<file path="src/rtl/mem_sram_ctrl_pkg.sv">
// Shared encodings for the SRAM bank controller: access sizes,
// FSM states, bank-field bit range and an alignment helper.
package mem_pkg;

   localparam logic [1:0] SIZE_B = 2'b00;
   localparam logic [1:0] SIZE_H = 2'b01;
   localparam logic [1:0] SIZE_W = 2'b10;
   localparam logic [1:0] SIZE_X = 2'b11;

   localparam int BANK_HI = 15;
   localparam int BANK_LO = 13;

   typedef enum logic [2:0] {
      IDLE,
      ACC,
      LATCH,
      RMW_RD,
      RMW_MRG,
      RMW_WR
   } state_t;

   function automatic logic misaligned(
      input logic [1:0] size,
      input logic [1:0] off
   );
      return (size == SIZE_X)
          || (size == SIZE_H && off[0])
          || (size == SIZE_W && off != 2'b00);
   endfunction

endpackage

</file>
<file path="src/rtl/mem_sram_ctrl_if.sv">
// Requester channel: valid/ready request plus one-cycle response.
// master = requester (IF or LSU), slave = controller.
interface mem_req_if;

   logic        req_valid;
   logic        req_ready;
   logic [15:0] addr;
   logic        wen;
   logic [1:0]  size;
   logic        sext;
   logic [31:0] wdata;
   logic        rsp_valid;
   logic [31:0] rsp_data;
   logic        rsp_err;

   modport master (
      output req_valid, addr, wen, size, sext, wdata,
      input  req_ready, rsp_valid, rsp_data, rsp_err
   );

   modport slave (
      input  req_valid, addr, wen, size, sext, wdata,
      output req_ready, rsp_valid, rsp_data, rsp_err
   );

endinterface

</file>
<file path="src/rtl/mem_sram_ctrl_lane.sv">
// Lane formatter: load extract/extend from a bank word, and
// sub-word store merge into a bank word. Purely combinational.
module mem_lane_fmt
   import mem_pkg::*;
(
   input  logic [31:0] dout,
   input  logic [1:0]  off,
   input  logic [1:0]  size,
   input  logic        sext,
   input  logic [31:0] wdata,
   output logic [31:0] rdata,
   output logic [31:0] merged
);

   logic [31:0] shifted;
   logic [31:0] mask;
   logic [31:0] rep;

   always_comb begin
      shifted = dout >> {off, 3'b000};
      rdata   = dout;
      mask    = '1;
      rep     = wdata;
      case (size)
         SIZE_B: begin
            rdata = {{24{sext & shifted[7]}}, shifted[7:0]};
            mask  = 32'h0000_00FF << {off, 3'b000};
            rep   = {4{wdata[7:0]}};
         end
         SIZE_H: begin
            rdata = {{16{sext & shifted[15]}}, shifted[15:0]};
            mask  = 32'h0000_FFFF << {off[1], 4'b0000};
            rep   = {2{wdata[15:0]}};
         end
         default: ;
      endcase
      merged = (dout & ~mask) | (rep & mask);
   end

endmodule

</file>
<file path="src/rtl/mem_sram_ctrl.sv">
// Shares one SRAM bank between IF (ifr) and LS (lsr) requesters.
// Ports: clk, rst_n, ifr/lsr channels, sram_* bank interface.
module mem_sram_ctrl
   import mem_pkg::*;
#(
   parameter logic [2:0] BANK_SEL   = 3'd0,
   parameter int         STARVE_MAX = 4
) (
   input  logic        clk,
   input  logic        rst_n,
   mem_req_if.slave    ifr,
   mem_req_if.slave    lsr,
   output logic        sram_en,
   output logic        sram_wen,
   output logic [2:0]  sram_cs,
   output logic [12:0] sram_addr,
   output logic [1:0]  sram_size,
   output logic [31:0] sram_din,
   input  logic [31:0] sram_dout
);

   localparam int SW = $clog2(STARVE_MAX + 1);
   localparam logic [SW-1:0] SMAX = SW'(STARVE_MAX);

   state_t        state;
   logic [SW-1:0] streak;
   logic          cap_ls;
   logic          cap_wen;
   logic          cap_sext;
   logic [1:0]    cap_size;
   logic [1:0]    cap_off;

   logic          idle;
   logic          grant_if;
   logic          grant_ls;
   logic          take;
   logic [15:0]   req_addr;
   logic          req_wen;
   logic [1:0]    req_size;
   logic          req_sext;
   logic [31:0]   req_wdata;
   logic          req_err;
   logic [31:0]   rdata;
   logic [31:0]   merged;

   assign sram_cs = BANK_SEL;

   // LS wins contention unless IF has waited STARVE_MAX grants.
   assign idle     = (state == IDLE);
   assign grant_ls = idle & lsr.req_valid
                   & ~(ifr.req_valid & (streak == SMAX));
   assign grant_if = idle & ifr.req_valid & ~grant_ls;
   assign take     = grant_ls | grant_if;

   assign lsr.req_ready = grant_ls;
   assign ifr.req_ready = grant_if;

   always_comb begin
      req_addr  = ifr.addr;
      req_wen   = 1'b0;
      req_size  = SIZE_W;
      req_sext  = 1'b0;
      req_wdata = '0;
      if (grant_ls) begin
         req_addr  = lsr.addr;
         req_wen   = lsr.wen;
         req_size  = lsr.size;
         req_sext  = lsr.sext;
         req_wdata = lsr.wdata;
      end
   end

   assign req_err = (req_addr[BANK_HI:BANK_LO] != BANK_SEL)
                  | misaligned(req_size, req_addr[1:0]);

   // sram_din holds the store data until the merge overwrites it.
   mem_lane_fmt u_lane (
      .dout   (sram_dout),
      .off    (cap_off),
      .size   (cap_size),
      .sext   (cap_sext),
      .wdata  (sram_din),
      .rdata  (rdata),
      .merged (merged)
   );

   always_ff @(posedge clk or negedge rst_n) begin
      if (!rst_n) begin
         state         <= IDLE;
         streak        <= '0;
         cap_ls        <= 1'b0;
         cap_wen       <= 1'b0;
         cap_sext      <= 1'b0;
         cap_size      <= SIZE_W;
         cap_off       <= 2'b00;
         sram_en       <= 1'b0;
         sram_wen      <= 1'b0;
         sram_addr     <= '0;
         sram_size     <= SIZE_W;
         sram_din      <= '0;
         ifr.rsp_valid <= 1'b0;
         ifr.rsp_err   <= 1'b0;
         ifr.rsp_data  <= '0;
         lsr.rsp_valid <= 1'b0;
         lsr.rsp_err   <= 1'b0;
         lsr.rsp_data  <= '0;
      end else begin
         sram_en       <= 1'b0;
         sram_wen      <= 1'b0;
         ifr.rsp_valid <= 1'b0;
         ifr.rsp_err   <= 1'b0;
         lsr.rsp_valid <= 1'b0;
         lsr.rsp_err   <= 1'b0;
         unique case (state)
            IDLE: if (take) begin
               cap_ls    <= grant_ls;
               cap_wen   <= req_wen;
               cap_sext  <= req_sext;
               cap_size  <= req_size;
               cap_off   <= req_addr[1:0];
               sram_addr <= {req_addr[12:2], 2'b00};
               sram_din  <= req_wdata;
               sram_size <= SIZE_W;
               if (grant_if) begin
                  streak <= '0;
               end else if (ifr.req_valid) begin
                  streak <= streak + 1'b1;
               end
               if (req_err) begin
                  if (grant_ls) begin
                     lsr.rsp_valid <= 1'b1;
                     lsr.rsp_err   <= 1'b1;
                     lsr.rsp_data  <= '0;
                  end else begin
                     ifr.rsp_valid <= 1'b1;
                     ifr.rsp_err   <= 1'b1;
                     ifr.rsp_data  <= '0;
                  end
               end else if (!req_wen) begin
                  sram_en <= 1'b1;
                  state   <= ACC;
               end else if (req_addr[1:0] == 2'b00) begin
                  sram_en   <= 1'b1;
                  sram_wen  <= 1'b1;
                  sram_size <= req_size;
                  state     <= ACC;
               end else begin
                  sram_en <= 1'b1;
                  state   <= RMW_RD;
               end
            end
            ACC: begin
               if (cap_wen) begin
                  lsr.rsp_valid <= 1'b1;
                  lsr.rsp_data  <= '0;
                  state         <= IDLE;
               end else begin
                  state <= LATCH;
               end
            end
            LATCH: begin
               if (cap_ls) begin
                  lsr.rsp_valid <= 1'b1;
                  lsr.rsp_data  <= rdata;
               end else begin
                  ifr.rsp_valid <= 1'b1;
                  ifr.rsp_data  <= rdata;
               end
               state <= IDLE;
            end
            RMW_RD: state <= RMW_MRG;
            RMW_MRG: begin
               sram_din  <= merged;
               sram_en   <= 1'b1;
               sram_wen  <= 1'b1;
               sram_size <= SIZE_W;
               state     <= RMW_WR;
            end
            RMW_WR: begin
               lsr.rsp_valid <= 1'b1;
               lsr.rsp_data  <= '0;
               state         <= IDLE;
            end
            default: state <= IDLE;
         endcase
      end
   end

endmodule
</file>
<file path="src/flat_wrapper.sv">
// flat-port wrapper written by rule: the top's interface ports become plain ports
module mem_sram_ctrl_flat import mem_pkg::*;
#(
   parameter logic [2:0] BANK_SEL   = 3'd0,
   parameter int         STARVE_MAX = 4
)
  (clk, rst_n, sram_en, sram_wen, sram_cs, sram_addr, sram_size, sram_din, sram_dout, ifr_req_valid, ifr_addr, ifr_wen, ifr_size, ifr_sext, ifr_wdata, ifr_req_ready, ifr_rsp_valid, ifr_rsp_data, ifr_rsp_err, lsr_req_valid, lsr_addr, lsr_wen, lsr_size, lsr_sext, lsr_wdata, lsr_req_ready, lsr_rsp_valid, lsr_rsp_data, lsr_rsp_err);
  mem_req_if ifr_i ();
  mem_req_if lsr_i ();
  input  logic clk;
  input  logic rst_n;
  output logic sram_en;
  output logic sram_wen;
  output logic [2:0] sram_cs;
  output logic [12:0] sram_addr;
  output logic [1:0] sram_size;
  output logic [31:0] sram_din;
  input  logic [31:0] sram_dout;
  input wire logic [$bits(ifr_i.req_valid)-1:0] ifr_req_valid;
  input wire logic [$bits(ifr_i.addr)-1:0] ifr_addr;
  input wire logic [$bits(ifr_i.wen)-1:0] ifr_wen;
  input wire logic [$bits(ifr_i.size)-1:0] ifr_size;
  input wire logic [$bits(ifr_i.sext)-1:0] ifr_sext;
  input wire logic [$bits(ifr_i.wdata)-1:0] ifr_wdata;
  output wire logic [$bits(ifr_i.req_ready)-1:0] ifr_req_ready;
  output wire logic [$bits(ifr_i.rsp_valid)-1:0] ifr_rsp_valid;
  output wire logic [$bits(ifr_i.rsp_data)-1:0] ifr_rsp_data;
  output wire logic [$bits(ifr_i.rsp_err)-1:0] ifr_rsp_err;
  input wire logic [$bits(lsr_i.req_valid)-1:0] lsr_req_valid;
  input wire logic [$bits(lsr_i.addr)-1:0] lsr_addr;
  input wire logic [$bits(lsr_i.wen)-1:0] lsr_wen;
  input wire logic [$bits(lsr_i.size)-1:0] lsr_size;
  input wire logic [$bits(lsr_i.sext)-1:0] lsr_sext;
  input wire logic [$bits(lsr_i.wdata)-1:0] lsr_wdata;
  output wire logic [$bits(lsr_i.req_ready)-1:0] lsr_req_ready;
  output wire logic [$bits(lsr_i.rsp_valid)-1:0] lsr_rsp_valid;
  output wire logic [$bits(lsr_i.rsp_data)-1:0] lsr_rsp_data;
  output wire logic [$bits(lsr_i.rsp_err)-1:0] lsr_rsp_err;
  assign ifr_i.req_valid = ifr_req_valid;
  assign ifr_i.addr = ifr_addr;
  assign ifr_i.wen = ifr_wen;
  assign ifr_i.size = ifr_size;
  assign ifr_i.sext = ifr_sext;
  assign ifr_i.wdata = ifr_wdata;
  assign ifr_req_ready = ifr_i.req_ready;
  assign ifr_rsp_valid = ifr_i.rsp_valid;
  assign ifr_rsp_data = ifr_i.rsp_data;
  assign ifr_rsp_err = ifr_i.rsp_err;
  assign lsr_i.req_valid = lsr_req_valid;
  assign lsr_i.addr = lsr_addr;
  assign lsr_i.wen = lsr_wen;
  assign lsr_i.size = lsr_size;
  assign lsr_i.sext = lsr_sext;
  assign lsr_i.wdata = lsr_wdata;
  assign lsr_req_ready = lsr_i.req_ready;
  assign lsr_rsp_valid = lsr_i.rsp_valid;
  assign lsr_rsp_data = lsr_i.rsp_data;
  assign lsr_rsp_err = lsr_i.rsp_err;
  mem_sram_ctrl #(.BANK_SEL(BANK_SEL), .STARVE_MAX(STARVE_MAX)) u_core (.clk(clk), .rst_n(rst_n), .ifr(ifr_i), .lsr(lsr_i), .sram_en(sram_en), .sram_wen(sram_wen), .sram_cs(sram_cs), .sram_addr(sram_addr), .sram_size(sram_size), .sram_din(sram_din), .sram_dout(sram_dout));
endmodule
</file>
<file path="config.mk">
export PLATFORM = sky130hd
export DESIGN_NAME = mem_sram_ctrl_flat
export DESIGN_NICKNAME = d
export VERILOG_FILES = /design/src/rtl/mem_sram_ctrl_pkg.sv /design/src/rtl/mem_sram_ctrl_if.sv /design/src/rtl/mem_sram_ctrl_lane.sv /design/src/rtl/mem_sram_ctrl.sv /design/src/flat_wrapper.sv
export SDC_FILE = /design/constraint.sdc
export NUM_CORES = 1
export LEC_CHECK = 0
export ABC_AREA = 1
export CAP_MARGIN = 20
export CORE_ASPECT_RATIO = 0.8
export CORE_UTILIZATION = 40
export DETAILED_ROUTE_END_ITERATION = 8
export PLACE_DENSITY = 0.85
export SYNTH_ARGS = -nofsm -noshare
export SYNTH_HDL_FRONTEND = slang
export SYNTH_SLANG_ARGS = --single-unit
</file>
<file path="constraint.sdc">
create_clock -name clk -period 2.25 [get_ports clk]
set_clock_uncertainty 0.15 [all_clocks]
set_input_delay 0.45 -clock clk [delete_from_list [all_inputs] [get_ports clk]]
set_output_delay 0.45 -clock clk [all_outputs]
set_load 0.02 [all_outputs]
</file>
======== Yosys cells after proc, flatten, opt, wreduce, memory -nomap -nowiden ========
Cells that the tools add are included.
word-level totals
  bits in registers ....................... 128
  output and inout bits ................... 122
  word-level logic and storage cells ...... 129
cells by class
  add/subtract/negate cells ............... 1
  equal/unequal tests ..................... 18
  shift-type cells ........................ 3
  muxes and demuxes ....................... 55
  bitwise operators ....................... 15
  reductions and logical operators ........ 19
operators by type and width
  cell                                                                  count
  32-bit two-way mux                                                    11
  32-bit case mux with 2 select lines                                   5
  32-bit case mux with 4 select lines                                   1
  32-bit AND                                                            2
  32-bit NOT                                                            1
  32-bit OR                                                             1
  16-bit by 5-bit << shifter with 32-bit output (first input constant)  1
  8-bit by 5-bit << shifter with 32-bit output (first input constant)   1
  32-bit by 5-bit right shift with 16-bit output                        1
  1-bit two-way mux                                                     19
  16-bit two-way mux                                                    1
  3-bit two-way mux                                                     5
  2-bit two-way mux                                                     7
  2-bit inequality test (second input constant)                         6
  3-bit case mux with 4 select lines                                    1
  3-bit == test (second input constant)                                 3
  2-bit nonzero test                                                    4
  1-bit AND                                                             7
  3-bit by 2-bit == test with 1-bit output (second input constant)      2
  1-bit case mux with 2 select lines                                    3
  2-bit AND reduction                                                   3
  6-bit AND reduction                                                   1
  5-bit AND reduction                                                   1
  2-bit by 1-bit == test with 1-bit output (second input constant)      2
  other kinds (15)                                                      22

======== Depth between registers and ports, before layout ========
Gate-level depths: netlist of run 1.
  depth in word-level cells ............... 13
  depth in mapped cells ................... 16
  gate-level depth less buffers ........... 14

======== Hierarchy ========
Synthesis of run 1 repeated with hierarchy kept, for this count alone.
unflattened totals
  cell total of the unflattened synthesis .. 1054
  area total of the unflattened synthesis .. 7328.3 um^2
by module, submodules not included
  module         times used  cells an instance  area an instance (um^2)  seq. area each (um^2)
  mem_sram_ctrl  1           695                5714.2                   3205.6
  mem_lane_fmt   1           359                1614.0                   0.0

======== Worst setup path before layout of run 1 ========
Ideal clock, no wire load.
  path type ............................... register to output
  start ................................... register u_core.streak[0]
  end ..................................... output lsr_req_ready
  arrival time ............................ 1.618 ns
  data required time ...................... 1.650 ns
  slack ................................... 0.032 ns
  cell stages (with the launch flop) ...... 9
  cells stage by stage .................... dfrtp_1 > inv_1 > ha_1 > nand3_1 > nand2_1 > nor2_8 > buf_6 > buf_2 > buf_1
on the way
  word-level cells in the longest chain between the ends .. 4
ends and longest elaborated chain
  element                   RTL line              RTL
  start: declaration        mem_sram_ctrl.sv:26   logic [SW-1:0] streak;
  start signal: assignment  mem_sram_ctrl.sv:127  streak <= streak + 1'b1;
  3-bit == test             mem_sram_ctrl.sv:51   & ~(ifr.req_valid & (streak == SMAX));
  1-bit AND                 mem_sram_ctrl.sv:51
  1-bit NOT                 mem_sram_ctrl.sv:51
  1-bit AND                 mem_sram_ctrl.sv:51
  end: declaration          flat_wrapper.sv:35    output wire logic [$bits(lsr_i.req_ready)-1:0] lsr_req_ready;
No other way between the ends.

======== Worst setup path after layout of run 1 ========
  start ................................... register u_core.streak[0]
  end ..................................... register u_core.ifr.rsp_data[3]
on the way
  word-level cells in the longest chain between the ends .. 12
  elaborated cells between the ends (all ways) .. 23
ends and longest elaborated chain
  element                                   RTL line                 RTL
  3-bit == test *                           mem_sram_ctrl.sv:51
  1-bit AND *                               mem_sram_ctrl.sv:51
  1-bit NOT *                               mem_sram_ctrl.sv:51
  1-bit AND *                               mem_sram_ctrl.sv:51
  2-bit two-way mux                         mem_sram_ctrl.sv:64      if (grant_ls) begin
  2-bit by 1-bit == test with 1-bit output  mem_sram_ctrl_pkg.sv:27  || (size == SIZE_H && off[0])
  1-bit logical AND                         mem_sram_ctrl_pkg.sv:27
  1-bit logical OR                          mem_sram_ctrl_pkg.sv:27
  1-bit logical OR                          mem_sram_ctrl_pkg.sv:28  || (size == SIZE_W && off != 2'b00);
  1-bit OR                                  mem_sram_ctrl.sv:74      | misaligned(req_size, req_addr[1:0]);
  2-bit inequality test (no line)           --
  5-bit AND reduction (no line) *           --
  end: declaration                          mem_sram_ctrl_if.sv:23   output req_ready, rsp_valid, rsp_data, rsp_err
Mark *: on every way between the ends. The rest lies on a longest branch, timed or not.
A chain may end at the register's enable or synchronous reset.

==> flow_results.org, run 1 <==
** Detailed routing
- For this run, design rule violations remaining after detail routing come to 0.
- Once detail routing completed, the nets flagged for antenna violations numbered 0.
- In this run, the number of DRC markers left after iteration 0 of detailed routing was 633.
- Via count :: between 7k and 8k
- Length of the first detailed-routing pass in iterations :: 6
- Final WL :: 25.09 mm
- Routed length per instance :: ~18 um
- Vias per inst :: 5.432

** Power
- Combinational Power Share :: 0.561
- Leakage power :: approximately 0.0051 uW
- PD cells :: about 1400 nW/um^2
- VDD sags by at most about 910 uV.
- Cell internal power was estimated by the tool at 8603 uW.
- Of the total power, registers draw 0.244.
- Clock power frac :: 0.195
- In this run the power spent charging and discharging nets is 6689 uW.
- Sw frac :: 0.4374
- The completed layout was analyzed and its total power is ~15000 uW.

** Layout
- In the layout the commonest cells are sky130_fd_sc_hd__nand2_1, sky130_fd_sc_hd__clkdlybuf4s50_1, sky130_fd_sc_hd__dfrtp_1.
- Relative to the synthesized area, the layout overhead comes to 60.11%.
- Antenna diode instance count :: 0
- The final layout contains 1272 nets.
- Leaving out fill and tap cells, the most frequent cell in the layout is sky130_fd_sc_hd__nand2_1.
- Fraction of layout instances using a drive strength above 1 :: 0.1785

** Timing
- Setup violations remaining at the end of the flow were counted as 0.
- Time the final worst path needs with I/O delays and setup :: 2.250 ns
- Of the available clock period, the critical path in the final layout requires 0.9998.
- Slew Limit Fails :: 0
- In this run the tightest slew margin relative to its limit is 0.6306.
- Slew of the pin with the lowest slew margin :: ~0.55 ns
- Setup slack closes at around 0.00043 ns.
- Peak clock frequency supported by timing :: roughly 0.44 GHz
- Setup repair after global routing could not meet its margin everywhere.
- Total count of hold-check failures in the final report :: 0

** GRT
- Sum of overflow across all layers after global routing :: 0
- Initial antenna violation count :: 0
- For this run, the total global-route usage over all layers was measured as 0.2749.
- Via count of the first global-routing pass :: ~6.8k
- Wire length of the first global-routing pass :: around 37 mm
- Entering global routing, the biggest net connects between 40 and 50 pins.

** Die
- Die width :: around 150 um
- For this configuration, the core starts out at a cell density of 0.4159.
- The floorplan step defined a die boundary enclosing ~17000 um^2.
- Y dimension of the die :: ~120 um
- Core Box Area :: about 16000 um^2
- Count of pins on the block boundary :: 262
- Number of rows in the core area :: 41

** Critical path
- Crit Path Category :: reg -> reg
- Category of the worst setup path capture point :: flip-flop
- Maximum fanout count along the critical path :: 7
- In this run the register-to-register setup slack is 0.0004 ns.
- The number of buffers and inverters on the critical path is 3.
- For the worst flop-to-flop path, the logic depth is 15.
- The cell family contributing the most delay on the critical path is simple AND/OR/NAND/NOR gates.
- Data on the critical path is required at its endpoint by between 2 and 2.5 ns.
- On the critical path, the stage with the largest delay is an instance of sky130_fd_sc_hd__dfrtp_1.
- Crit start category :: flip-flop
- Cell-by-cell listing of the critical path :: inv_2 > ha_4 > nand3_4 > nand2_2 > nor2_8 > buf_12 > nand2_1 > nand2_1 > nand3_1 > nand2_2 > nand2_4 > nand2_8 > clkbuf_16 > nand3_1 > nand2_1
- The startpoint identified for the worst register-to-register timing path is u_core.streak[0].
- Longest individual stage delay on the worst path :: approximately 0.36 ns
- Counting stages on the worst path, the most repeated cell is sky130_fd_sc_hd__nand2_1.
- Critical Path AT :: ~2.5 ns
- Reg-to-reg endpoint :: u_core.ifr.rsp_data[3]

** Synth
- Part of the Yosys area used for sequential elements :: 0.4816
- Yosys printed 0 warnings.
- Synth Instances :: 867
- #FFs+latches synth :: 128
- Most used DFF post-synth :: sky130_fd_sc_hd__dfrtp_1
- Synth async-reset ratio :: 1.000
- Counting flops with a built-in enable in the synthesized netlist gives 0.
- The synthesized netlist contains 36 unique library cells.
- Dividing the synthesized area by the synthesized cell count gives between 7 and 8 um^2.
- Post-synth design cell area :: roughly 6700 um^2

** Clock tree
- Clock-pin slew was measured on the worst setup and hold paths at about 0.06 ns.
- TritonCTS created 17 clock buffers.
- At the later pin of the worst-skew pair, clock insertion delay measures roughly 0.42 ns.
- CTS saw 128 sinks.
- Maximum level of the CTS H-tree :: 4
- CTS Buffer Depth :: 2
- TritonCTS built the clock tree.
- Clock root buffer master :: sky130_fd_sc_hd__clkbuf_16

** Hold path
- In this run the worst hold path is classified as reg -> reg.
- Along the worst hold path, the cell count comes to 2.

** Outcome
- The run finished with clean final reports.

** Placement
- Count of input and output buffers :: 220
- The HPWL after detailed placement is 17.33 mm.
- Final weighted congestion of routability-driven global placement :: 0.9083
- Post-Place Setup Slack :: -0.3935 ns

** Run
- Max-capacitance violation count :: 0
[worst max path at each step]
stage,from,endpoint,slack (ns),cells past startpoint
after floorplan,u_core.streak[0],lsr_req_ready,0.03,8
after global placement,ifr_req_valid,ifr_req_ready,-0.35,6
after detailed placement,ifr_req_valid,u_core.ifr.rsp_data[9],-0.39,14
after CTS,u_core.streak[0],u_core.sram_en,0.004,15
after global routing,u_core.streak[1],u_core.ifr.rsp_data[2],-0.10,14
final,u_core.streak[0],u_core.ifr.rsp_data[3],0.0004,15
[cells by family (layout without fill, tap and decap cells)]
logic type	Yosys count	in the layout	synth area share
adder cells (fa/ha/maj)	2	2	0.003759
flip-flops	128	128	0.4816
buffers and inverters	112	379	0.07782
other	1	5	0.0005634
AO/OA/AOI/OAI	134	134	0.1207
XOR/XNOR	1	1	0.001316
AND/OR/NAND/NOR	489	494	0.3143
[metrics by stage]
step                hold slack, ns  setup TNS (ns)    util  area [um^2]  instances
CTS                         0.3227               0  0.6280        10050       1340
finish                      0.3186               0  0.6659        10660       1358
detailed placement          0.2755          -30.50  0.5869         9394       1307
floorplan                 0.004409               0       -         6671        871
global placement            0.2749          -24.29  0.5869         9394       1307
global route                0.3474          -3.006  0.6659        10660       1358
[worst min-delay path: stages (launching register included)]
cell and delay [ns]:
sky130_fd_sc_hd__dfrtp_1 0.34, sky130_fd_sc_hd__nand2_1 0.05, sky130_fd_sc_hd__nand2_1 0.05
[layout make-up]
| type | instances | area, um^2 |
|---|---|---|
| fillers | 1334 | 5348 |
| multi-input cells | 636 | 3339 |
| flip-flops and latches | 128 | 3207 |
| repair buffers | 289 | 2980 |
| clock buffers | 23 | 488.0 |
| well taps | 215 | 269.0 |
| inverters | 58 | 220.2 |
| clock inverters | 9 | 153.9 |
[what timing repair did]
action                                  CTS  global route
cloned                                    0            13
pin swaps                                 0            27
endpoints found under the setup margin   39            76
hold buffers                              1             0
resized for setup                        12            95
setup buffers                             0             5
endpoints found under the hold margin    44             0
[cell usage after synthesis, types with 4 or more instances]
library cell                 n  area, um^2
sky130_fd_sc_hd__buf_2      12       60.06
sky130_fd_sc_hd__buf_6       6       67.56
sky130_fd_sc_hd__o211ai_1    7       52.55
sky130_fd_sc_hd__a31oi_1    14       87.58
sky130_fd_sc_hd__a22oi_1    27       202.7
sky130_fd_sc_hd__nand4_1    33       206.5
sky130_fd_sc_hd__nand3_1    58       290.3
sky130_fd_sc_hd__inv_1      50       187.7
sky130_fd_sc_hd__a21oi_1    18       90.09
sky130_fd_sc_hd__nand2_2     5       31.28
sky130_fd_sc_hd__o21ai_0    49       245.2
sky130_fd_sc_hd__o22ai_1    10       62.56
sky130_fd_sc_hd__clkbuf_1   23       86.33
sky130_fd_sc_hd__inv_2       7       26.28
sky130_fd_sc_hd__nor2_1     77       289.0
sky130_fd_sc_hd__o21ai_1     4       20.02
sky130_fd_sc_hd__dfrtp_1   126        3153
sky130_fd_sc_hd__buf_4      10       75.07
sky130_fd_sc_hd__nand2_1   303        1137
[routing by layer]
metal,up-vias,wire length [um],track usage
met4,0,724,0.09049
met5,-,0,0
met2,469,11200,0.4125
li1,3389,-,-
met1,3459,9998,0.3637
met3,60,3170,0.1043
[power by group through the flow]
stage | combinational, uW | clock (uW) | sequential [uW]
2_1_floorplan | 3400 | 0 | 4340
3_3_place_gp | 7050 | 0 | 3670
3_5_place_dp | 7180 | 0 | 3700
4_1_cts | 7230 | 3010 | 3670
5_1_grt | 9170 | 3120 | 3820
6_report | 8580 | 2980 | 3730
Power figures use the tool's default switching activity.
==> run 2, diff against run 1 <==
--- a/config.mk
+++ b/config.mk
@@ -10,7 +10,7 @@
 export CORE_ASPECT_RATIO = 0.8
 export CORE_UTILIZATION = 40
 export DETAILED_ROUTE_END_ITERATION = 8
-export PLACE_DENSITY = 0.85
+export PLACE_DENSITY = 0.79
 export SYNTH_ARGS = -nofsm -noshare
 export SYNTH_HDL_FRONTEND = slang
 export SYNTH_SLANG_ARGS = --single-unit
==> flow_results.org, run 2 (synthesized netlist as in run 1, its figures left out) <==
** Layout
- Relative to the synthesized area, the layout overhead comes to 58.25%.
- Leaving out fill and tap cells, the most frequent cells in the layout are sky130_fd_sc_hd__nand2_1, sky130_fd_sc_hd__clkdlybuf4s50_1, sky130_fd_sc_hd__dfrtp_1.
- Number of fillers in the final layout :: about 1.3k
- Measured on the finished design, the core utilization comes to 0.6581.
- Leaving out fill and tap cells, the most frequent cell in the layout is sky130_fd_sc_hd__nand2_1.
- In the final design database the tool counted between 1k and 1.5k nets.
- Fraction of layout instances using a drive strength above 1 :: 0.1377

** Power
- Across the VDD grid, the largest voltage drop is roughly 930 uV.
- PD cells :: between 1000 and 1500 nW/um^2
- For this design the static power due to leakage is between 0.005 and 0.006 uW.

** Die
- Y dimension of the die :: 117.4 um
- Area enclosed by the die boundary :: about 17000 um^2
- After floorplanning, the core was divided into 41 placement rows.
- For this design the top-level I/O count stands at 262.
- The die is 146.2 um wide.
- For this configuration, the core starts out at a cell density of 0.4159.
- Core Box Area :: 16010 um^2

** GRT
- Via count of the first global-routing pass :: approximately 7k
- Wire length of the first global-routing pass :: approximately 37 mm
- Initial antenna violation count :: 2
- Summed over all layers, the global routing overflow is 0.
- In the global route stage, overall resource usage came out at 0.2742.
- Entering global routing, the biggest net connects between 50 and 60 pins.

** Clock tree
- CTS Buffer Depth :: 2
- Num Clock Sinks :: 128
- Clock-pin slew was measured on the worst setup and hold paths at roughly 0.060 ns.
- TritonCTS built the clock tree.
- In this run, CTS created clock tree buffers numbering 17.
- Maximum level of the CTS H-tree :: 4
- For the worst-skew pair, the clock arrives at the later sink with an insertion delay of 0.42 ns.
- Clock root buffer master :: sky130_fd_sc_hd__clkbuf_16

** Detailed routing
- Length of the first detailed-routing pass in iterations :: 7
- Post-route DRC violation count :: 0
- Using the TritonRoute via totals, the vias-per-cell ratio works out to about 5.4.
- Routed length per instance :: roughly 18 um
- For this block, the routed nets add up to ~25 mm of wire.
- Across all layers, the routed design uses around 7.4k vias.
- Count of antenna-violating nets left after detailed routing :: 0
- In this run, the number of DRC markers left after iteration 0 of detailed routing was around 740.

** Hold path
- Startpoint of the lowest-slack hold path :: u_core.lsr.rsp_data[25]
- Number of cells on the worst hold path :: 2
- Hold path endpoint :: u_core.lsr.rsp_data[25]
- Worst min-delay path class :: reg -> reg

** Critical path
- Worst r2r src :: u_core.streak[0]
- Critical Path AT :: approximately 2.4 ns
- STA classifies the critical path endpoint as a flip-flop.
- Required time at the worst-slack endpoint :: approximately 2.4 ns
- STA classifies the critical path startpoint as a flip-flop.
- R2r setup slk :: -0.003 ns
- Maximum fanout count along the critical path :: 8
- The signal on the critical path passes through inv_1 > ha_4 > nand3_4 > nand2_4 > nor2_8 > buf_6 > nand2_1 > nand2_2 > nand3_2 > nand2_4 > nand2_8 > nand2_8 > nand2_4 > nand2_1 > nand2_1.
- On the worst path, the slowest cell contributes a delay of about 0.36 ns.
- Slowest stage cell, crit path :: sky130_fd_sc_hd__dfrtp_1
- Measured in cells, the most critical reg-to-reg path has a length of 15.
- Reg-to-reg endpoint :: u_core.ifr.rsp_data[29]
- Crit Path Category :: reg -> reg

** Timing
- Setup repair after global routing could not meet its margin everywhere.
- Post-layout worst setup margin :: -0.003480 ns
- Final number of setup-violating endpoints :: 1
- In the final timing run, aggregate negative setup slack is -0.003480 ns.
- Total count of hold-check failures in the final report :: 0
- Dividing the final minimum period by the clock period gives 1.002.
- Slew Limit Fails :: 0
- The tightest hold path in the finished design has a slack of approximately 0.32 ns.
- For the pin with the worst max-slew slack, the measured transition is ~0.54 ns.
- Static timing analysis puts the maximum clock frequency at roughly 0.44 GHz.
- Worst slew margin relative to its limit :: 0.6431
- Subtracting the final worst setup slack from the clock period gives ~2.3 ns.

** Run
- Max-capacitance violation count :: 0

** Placement
- Half-perimeter wire length after detailed placement :: between 15 and 20 mm
- Final weighted congestion of routability-driven global placement :: a little over 0.9
- Port buffering added 220 buffers.
- Before CTS, the worst setup slack after placement is -0.4514 ns.

** Outcome
- The run finished, with violations left.
- Violated checks :: setup timing
==> run 2: per-stage QoR <==
stage / power [uW] / instance area (um^2) / instances
floorplan: 7743 / 6671 / 871
global placement: 10730 / 9427 / 1313
detailed placement: 10850 / 9427 / 1313
CTS: 13930 / 10130 / 1353
global route: 15750 / 10530 / 1370
finish: 14990 / 10530 / 1371
==> run 2: worst max path at each step <==
| stage | start | end | slack [ns] | cells past startpoint |
|---|---|---|---|---|
| 2_1_floorplan | u_core.streak[0] | lsr_req_ready | 0.03 | 8 |
| 3_3_place_gp | ifr_req_valid | ifr_req_ready | -0.36 | 6 |
| 3_5_place_dp | ifr_req_valid | u_core.ifr.rsp_data[2] | -0.45 | 14 |
| 4_1_cts | u_core.streak[0] | ifr_req_ready | 0.002 | 7 |
| 5_1_grt | u_core.streak[0] | u_core.ifr.rsp_data[29] | -0.06 | 15 |
| 6_report | u_core.streak[0] | u_core.ifr.rsp_data[29] | -0.003 | 15 |
==> run 2: routing by layer <==
metal / up-vias / share of wire / GRT usage / wire (um)
li1: 3420 / - / - / -
met1: 3487 / 0.42 / 0.3696 / 10560
met2: 422 / 0.45 / 0.4193 / 11200
met3: 40 / 0.11 / 0.08093 / 2840
met4: 0 / 0.019 / 0.09310 / 472
met5: - / 0 / 0 / 0
==> run 2: where the power goes <==
group	switching, uW	internal [uW]
combinational	4890	3650
sequential	606	3090
clock	1060	1690
==> run 2: cell type report <==
| cell class | instances | area, um^2 | area share |
|---|---|---|---|
| antenna | 1 | 2.502 | 0.0002376 |
| clock buffer | 20 | 456.7 | 0.04335 |
| clock inverter | 12 | 132.6 | 0.01259 |
| inverter | 58 | 220.2 | 0.02090 |
| multi-input combinational | 635 | 3147 | 0.2987 |
| sequential | 128 | 3207 | 0.3044 |
| tap | 215 | 269.0 | 0.02554 |
| timing repair buffer | 302 | 3099 | 0.2942 |
==> run 2: critical path: cells and delay by family (launching register included) <==
family | cells | cell delay, ns
adder cells (fa/ha/maj) | 1 | 0.17
buffers and inverters | 2 | 0.22
flip-flops | 1 | 0.36
AND/OR/NAND/NOR | 12 | 1.22
==> run 2: timing repair <==
item / 4_1_cts / 5_1_grt
pin swaps: 4 / 16
gates resized for setup: 19 / 30
endpoints found under the setup margin: 71 / 112
endpoints found under the hold margin: 48 / 0
gates cloned: 2 / 12
setup buffers: 5 / 5
hold buffers: 1 / 0
==> run 3, diff against run 2 <==
--- a/config.mk
+++ b/config.mk
@@ -9,6 +9,7 @@
 export CAP_MARGIN = 20
 export CORE_ASPECT_RATIO = 0.8
 export CORE_UTILIZATION = 40
+export CTS_CLUSTER_DIAMETER = 100
 export DETAILED_ROUTE_END_ITERATION = 8
 export PLACE_DENSITY = 0.79
 export SYNTH_ARGS = -nofsm -noshare
==> results of run 3 <==
No change in the layout: final DEF, timing and power equal those of run 2.
